--- config.mk ---
export PLATFORM = sky130hd
export DESIGN_NAME = layer_dec
export DESIGN_NICKNAME = d
export VERILOG_FILES = /design/src/rtl/layer_dec_pkg.sv /design/src/rtl/layer_ptr.sv /design/src/rtl/layer_dec.sv
export SDC_FILE = /design/constraint.sdc
export NUM_CORES = 1
export LEC_CHECK = 0
export BUFFER_PORTS_ARGS = -buffer_cell sky130_fd_sc_hd__clkbuf_2
export CAP_MARGIN = 20
export CORE_ASPECT_RATIO = 0.8
export CORE_UTILIZATION = 47
export CTS_CLUSTER_DIAMETER = 150
export DETAILED_ROUTE_END_ITERATION = 7
export GPL_ROUTABILITY_DRIVEN = 0
export GPL_TIMING_DRIVEN = 0
export HOLD_SLACK_MARGIN = 0.12
export PLACE_DENSITY_LB_ADDON = 0.12
export SLEW_MARGIN = 10
export SYNTH_ARGS = -nofsm -noshare
export SYNTH_HDL_FRONTEND = slang
export SYNTH_SLANG_ARGS = --single-unit
export TNS_END_PERCENT = 10
--- constraint.sdc ---
create_clock -name clk_in -period 1.4 [get_ports clk_in]
set_input_delay 0.42 -clock clk_in [delete_from_list [all_inputs] [get_ports clk_in]]
set_output_delay 0.42 -clock clk_in [all_outputs]
set_load 0.05 [all_outputs]
--- src/rtl/layer_dec_pkg.sv ---
// Shared definitions for the layer frame decoder.
//   CMD_FRAME_WR      command byte that starts (or restarts) a frame write
//   state_t           decoder FSM states
//   DEF_*             default geometry: layers, LEDs per layer, bytes per LED
//   idx_width()       counter width for an index range 0..n-1 (at least 1 bit)
package layer_dec_pkg;

    localparam int DEF_LAYERS      = 8;
    localparam int DEF_LEDS        = 64;
    localparam int DEF_COLOR_BYTES = 3;

    localparam logic [7:0] CMD_FRAME_WR = 8'hCC;

    typedef enum logic [1:0] {
        IDLE,
        WRITE,
        DONE
    } state_t;

    function automatic int idx_width(input int n);
        return (n > 1) ? $clog2(n) : 1;
    endfunction

endpackage

--- src/rtl/layer_ptr.sv ---
// Cascaded write pointer: colour byte -> LED -> layer.
//   clk_in, rst_n_in   clock, asynchronous active-low reset
//   clr                return pointer to position 0 (wins over adv)
//   adv                step to the next colour byte position
//   layer_idx          current layer (0..LAYERS-1)
//   led_idx            current LED within layer (0..LEDS-1)
//   col_idx            current colour byte within LED (0..COLOR_BYTES-1)
//   last               pointer sits on the final position of the frame
module layer_ptr
    import layer_dec_pkg::*;
#(
    parameter  int LAYERS      = DEF_LAYERS,
    parameter  int LEDS        = DEF_LEDS,
    parameter  int COLOR_BYTES = DEF_COLOR_BYTES,
    localparam int LW          = idx_width(LAYERS),
    localparam int AW          = idx_width(LEDS),
    localparam int CW          = idx_width(COLOR_BYTES)
) (
    input  logic          clk_in,
    input  logic          rst_n_in,
    input  logic          clr,
    input  logic          adv,
    output logic [LW-1:0] layer_idx,
    output logic [AW-1:0] led_idx,
    output logic [CW-1:0] col_idx,
    output logic          last
);

    localparam logic [LW-1:0] LAYER_MAX = LW'(LAYERS - 1);
    localparam logic [AW-1:0] LED_MAX   = AW'(LEDS - 1);
    localparam logic [CW-1:0] COL_MAX   = CW'(COLOR_BYTES - 1);

    logic col_wrap;
    logic led_wrap;
    logic layer_wrap;

    assign col_wrap   = (col_idx == COL_MAX);
    assign led_wrap   = (led_idx == LED_MAX);
    assign layer_wrap = (layer_idx == LAYER_MAX);
    assign last       = col_wrap & led_wrap & layer_wrap;

    // NOTE: sequential state is assigned with <= so every register samples
    // the pre-edge values of its neighbours; blocking here would let one
    // counter see another's already-updated value within the same edge.
    always_ff @(posedge clk_in or negedge rst_n_in) begin
        if (!rst_n_in) begin
            layer_idx <= '0;
            led_idx   <= '0;
            col_idx   <= '0;
        end else if (clr) begin
            layer_idx <= '0;
            led_idx   <= '0;
            col_idx   <= '0;
        end else if (adv) begin
            if (col_wrap) begin
                col_idx <= '0;
                if (led_wrap) begin
                    led_idx   <= '0;
                    // Wrapping past the last layer leaves the pointer at 0,
                    // ready for the next frame.
                    layer_idx <= layer_wrap ? '0 : layer_idx + 1'b1;
                end else begin
                    led_idx <= led_idx + 1'b1;
                end
            end else begin
                col_idx <= col_idx + 1'b1;
            end
        end
    end

endmodule

--- src/rtl/layer_dec.sv ---
// Host byte-stream frame decoder feeding the per-layer WS2812 output stages.
//   clk_in, rst_n_in   clock, asynchronous active-low reset
//   dc_in              byte type with byte_rdy_in: 0 = command, 1 = data
//   byte_rdy_in        one-cycle strobe, byte_data_in valid
//   byte_data_in       incoming byte
//   layer_en_out       one-hot target layer, nonzero only in a write cycle
//   wr_addr_out        LED address within the layer (holds between writes)
//   byte_en_out        one-hot colour byte enable, nonzero only in a write cycle
//   byte_data_out      byte to write (holds between writes)
//   frame_rdy_out      one-cycle pulse after the final byte of a frame is written
module layer_dec
    import layer_dec_pkg::*;
#(
    parameter  int LAYERS      = DEF_LAYERS,
    parameter  int LEDS        = DEF_LEDS,
    parameter  int COLOR_BYTES = DEF_COLOR_BYTES,
    localparam int AW          = $clog2(LEDS)
) (
    input  logic              clk_in,
    input  logic              rst_n_in,
    input  logic              dc_in,
    input  logic              byte_rdy_in,
    input  logic [7:0]        byte_data_in,
    output logic [LAYERS-1:0] layer_en_out,
    output logic [AW-1:0]     wr_addr_out,
    output logic [3:0]        byte_en_out,
    output logic [7:0]        byte_data_out,
    output logic              frame_rdy_out
);

    localparam int LW = idx_width(LAYERS);
    localparam int CW = idx_width(COLOR_BYTES);

    state_t state;
    state_t next_state;

    logic          write_fire;
    logic          ptr_clr;
    logic [LW-1:0] layer_idx;
    logic [AW-1:0] led_idx;
    logic [CW-1:0] col_idx;
    logic          ptr_last;

    logic is_data;
    logic is_frame_cmd;
    logic is_other_cmd;

    assign is_data      = byte_rdy_in & dc_in;
    assign is_frame_cmd = byte_rdy_in & ~dc_in & (byte_data_in == CMD_FRAME_WR);
    assign is_other_cmd = byte_rdy_in & ~dc_in & (byte_data_in != CMD_FRAME_WR);

    layer_ptr #(
        .LAYERS      (LAYERS),
        .LEDS        (LEDS),
        .COLOR_BYTES (COLOR_BYTES)
    ) u_ptr (
        .clk_in    (clk_in),
        .rst_n_in  (rst_n_in),
        .clr       (ptr_clr),
        .adv       (write_fire),
        .layer_idx (layer_idx),
        .led_idx   (led_idx),
        .col_idx   (col_idx),
        .last      (ptr_last)
    );

    // NOTE: every signal driven here gets its default before the case, so
    // no path through the block leaves one unassigned and no latch appears.
    always_comb begin
        next_state = state;
        write_fire = 1'b0;
        ptr_clr    = 1'b0;
        unique case (state)
            // DONE is a single cycle that otherwise behaves like IDLE.
            IDLE, DONE: begin
                next_state = IDLE;
                if (is_frame_cmd) begin
                    ptr_clr    = 1'b1;
                    next_state = WRITE;
                end
            end
            WRITE: begin
                if (is_data) begin
                    write_fire = 1'b1;
                    if (ptr_last) begin
                        next_state = DONE;
                    end
                end else if (is_frame_cmd) begin
                    ptr_clr = 1'b1;
                end else if (is_other_cmd) begin
                    // Abort: bytes already written stay in the layer RAMs.
                    next_state = IDLE;
                end
            end
            default: next_state = IDLE;
        endcase
    end

    always_ff @(posedge clk_in or negedge rst_n_in) begin
        if (!rst_n_in) begin
            state         <= IDLE;
            layer_en_out  <= '0;
            wr_addr_out   <= '0;
            byte_en_out   <= '0;
            byte_data_out <= '0;
            frame_rdy_out <= 1'b0;
        end else begin
            state         <= next_state;
            // Enables pulse for exactly the cycle after the data strobe.
            layer_en_out  <= write_fire ? (LAYERS'(1) << layer_idx) : '0;
            byte_en_out   <= write_fire ? (4'b0001 << col_idx) : 4'b0000;
            if (write_fire) begin
                wr_addr_out   <= led_idx;
                byte_data_out <= byte_data_in;
            end
            // DONE is entered right after the final write is registered, so
            // the pulse lands one cycle after that write cycle.
            frame_rdy_out <= (state == DONE);
        end
    end

endmodule
==> results.sh <==
export IMPL_outcome="complete, but fails checks"
export IMPL_violations="negative setup slack"
export IMPL_wl_per_cell_um=13.7
export IMPL_p_leak_nw=1.18
export IMPL_r2r_end="u_ptr.layer_idx[1]$_DFFE_PN0P_"
export IMPL_critPathTopFamily="simple AND/OR/NAND/NOR gates"
export IMPL_syn_to_final_growth_pct=27.8
export IMPL_clk_pin_slew_ps=70
export IMPL_fin_crit_ps=1520
export IMPL_slowest_stage="or3b_4"
export IMPL_ant_nets=0
export IMPL_hold_path_class="in2async"
export IMPL_power_switching_mw=1.01
export IMPL_htreeDepth=2
export IMPL_finClkSkew_ps=8.14
export IMPL_slowest_delay_ps=420
export IMPL_crit_end="u_ptr.layer_idx[1]$_DFFE_PN0P_"
export IMPL_timing_rr_start="u_ptr.led_idx[0]$_DFFE_PN0P_"
export IMPL_fmax_mhz=659
export IMPL_grt_max_degree=41
export IMPL_dr_pass1_iters=4
export IMPL_ys_warn_count=0
export IMPL_vias=1363
export IMPL_finalSetupViolCount=15
export IMPL_vias_per_cell=5.20
export IMPL_crit_type="reg2reg"
export IMPL_slew_viol_final=0
export IMPL_grt_pass1_wl_um=6230
export IMPL_synth_area_sq_um=1700
export IMPL_ctsLongestPathBuffers=2
export IMPL_netlist_instances=166
export IMPL_worst_slack_ps=-118
export IMPL_hpwlAfterDp_um=2520
export IMPL_syn_area_per_cell_sq_um=10.2
export IMPL_timing_final_hold_violations=0
export IMPL_combPwrFrac_pct=23.2
export IMPL_rsz0062_at_grt="yes"
export IMPL_cp_num_buf_inv=0
export IMPL_syn_nets=185
export IMPL_crit_start="u_ptr.led_idx[0]$_DFFE_PN0P_"
export IMPL_critical_path_startpoint_type="flop"
export IMPL_grt_antenna_before_repair=0
export IMPL_p_per_area_nw_per_um2=1390
export IMPL_fin_crit_sh_pct=108
export IMPL_yosys_cell_types_count=33
export IMPL_crit_arrival_ps=1750
export IMPL_vdd_drop_max_v=0.00106
export IMPL_drt_wl_total_um=3590
export IMPL_worstMarginPinSlew_ps=947
export IMPL_tritoncts="built"
export IMPL_clock_latency_ps=300
export IMPL_p_seq_share_pct=46.3
export IMPL_grt_pass1_vias=1329
export IMPL_power_frac_clock_pct=30.5
export IMPL_drive_gt1_share_pct=31.4
export IMPL_cts_root_buf="clkbuf_8"
export IMPL_n_antenna_cell=0
export IMPL_initial_core_util_pct=49.3
export IMPL_ys_ff_latch=40
export IMPL_r2r_worst_path_cells=5
export IMPL_die_h_um=55.8
export IMPL_clock_sinks=40
export IMPL_fp_dieW_um=69.2
export IMPL_cp_num_cells=5
export IMPL_io_pins=39
export IMPL_worstPathMaxFanout=4
export IMPL_maxCapViolations=0
export IMPL_synth_seq_area_share_pct=58.9
export IMPL_nets=238
export IMPL_num_rows=19
export IMPL_fin_util_pct=63.0
export IMPL_p_int_mw=2.01
export IMPL_cts_hold_buf=0
export IMPL_first_iter_violations=96
export IMPL_cp_required_ps=1630
export IMPL_r2r_slack_ps=-120
export IMPL_numCtsBuffers=5
export IMPL_relSlewSlack_pct=36.9
export IMPL_overflow=0
export IMPL_dieArea_sq_um=3860
export IMPL_power_total_mw=3.02
export IMPL_swShare_pct=33.5
export IMPL_end_kind="flop"
export IMPL_crit_chain="ha_4 -> and4_4 -> nand4_4 -> or3b_4 -> a21oi_2"
export IMPL_fin_setup_tns_ps=-383
export IMPL_grt_util_all_layers_pct=21.2
export IMPL_io_buffers=38
export IMPL_drc=0
export IMPL_core_sq_um=3450
registers in the layout, summed over array words and instances (netlist names):
signal	cells
byte_data_out	8
layer_en_out	8
u_ptr.led_idx	6
wr_addr_out	6
byte_en_out	4
u_ptr.layer_idx	3
state	2
u_ptr.col_idx	2
frame_rdy_out	1
per-stage QoR:
stage / instance area [sq um] / instances / hold slack [ps] / setup slack, ps
6_report: 2170 / 262 / 257 / -118
5_1_grt: 2170 / 262 / 326 / -188
4_1_cts: 2120 / 260 / 290 / -107
3_5_place_dp: 1940 / 246 / 465 / -359
3_3_place_gp: 1940 / 246 / 458 / -301
2_1_floorplan: 1700 / 166 / 124 / -90.4
worst min-delay path by stage:
| stage | slack [ps] | cells past startpoint | endpoint |
|---|---|---|---|
| after floorplan | 120 | 0 | byte_data_out[0]$_DFFE_PN0P_ |
| after global placement | 460 | 2 | byte_data_out[3]$_DFFE_PN0P_ |
| after detailed placement | 470 | 2 | wr_addr_out[3]$_DFFE_PN0P_ |
| after CTS | 290 | 1 | byte_en_out[3]$_DFF_PN0_ |
| after global routing | 330 | 1 | byte_data_out[7]$_DFFE_PN0P_ |
| final | 260 | 1 | byte_data_out[7]$_DFFE_PN0P_ |
kinds of logic (layout without fill, tap and decap cells):
logic type	Yosys count	after routing	synth area share (%)
fa+ha+maj	7	7	5.15
simple gates	92	92	26.7
buf+inv	10	64	2.80
compound gates	15	15	5.38
flops	40	40	58.9
xor+xnor	2	2	1.03
cell usage after synthesis (all sizes together):
cell | count | share of area (%)
or2 | 1 | 0.37
ha | 7 | 5.2
xor2 | 1 | 0.52
and3 | 8 | 2.9
nor4bb | 1 | 0.59
nand2b | 1 | 0.37
nor2 | 6 | 1.3
and2 | 2 | 0.74
dfrtp | 40 | 59
a311oi | 2 | 1.0
and2b | 2 | 0.88
nand3 | 3 | 0.88
a31oi | 1 | 0.37
xnor2 | 1 | 0.52
a21oi | 8 | 2.6
a2111oi | 1 | 0.52
and4b | 1 | 0.59
or3 | 1 | 0.37
nand2 | 54 | 12
nor3 | 5 | 1.5
o21ai | 3 | 0.88
inv | 4 | 0.88
nand4b | 1 | 0.52
and4 | 2 | 1.2
clkbuf | 3 | 0.66
or3b | 1 | 0.52
buf | 3 | 1.3
nor3b | 1 | 0.44
nand4 | 1 | 1.3
nor2b | 1 | 0.37
worst reg2reg max path, stage by stage, from the launching register on:
cell	delay [ps]
dfrtp_1	400
ha_4	160
and4_4	240
nand4_4	120
or3b_4	420
a21oi_2	120
routing by layer:
metal  routed length, um  vias to the layer above  share of wire (%)  GRT usage (%)
met5                   0                        -                  0              0
met4                  46                        0                1.3           7.58
met3                 154                        6                4.3           8.51
met2                1690                       33                 47           32.3
met1                1690                      671                 47           27.3
li1                    -                      653                  -              -
power groups by stage:
stage	Sequential (mW)	Combinational, mW	Clock (mW)
floorplan	1.67	0.179	0
global placement	1.40	0.616	0
detailed placement	1.41	0.625	0
CTS	1.39	0.680	0.939
global route	1.42	0.757	1.00
finish	1.40	0.700	0.923
cells in the final DEF (no fill, tap or decap), drive strengths merged, types with 2 or more instances in the layout:
cell type  Yosys  routed
nand2         54      54
nor2           6       6
ha             7       7
clkbuf         3      43
buf            3      15
o21ai          3       3
dfrtp         40      40
nand3          3       3
inv            4       4
and2           2       2
nor3           5       5
and3           8       8
and4           2       2
and2b          2       2
a311oi         2       2
a21oi          8       8
final cells by class:
cell class | count | area [sq um]
Fill cell | 283 | 1280
Sequential cell | 40 | 1000
Multi-Input combinational cell | 116 | 699
Timing Repair Buffer | 46 | 250
Clock buffer | 6 | 72.6
Tap cell | 42 | 52.6
Buffer | 6 | 45.0
Clock inverter | 2 | 35.0
Inverter | 4 | 15.0
repair_timing:
| item | in CTS | in global routing |
|---|---|---|
| setup buffers | 6 | 2 |
| pin swaps | 3 | 4 |
| resized for setup | 5 | 15 |
| endpoints found under the setup margin | 24 | 34 |
Power figures use the tool's default switching activity.
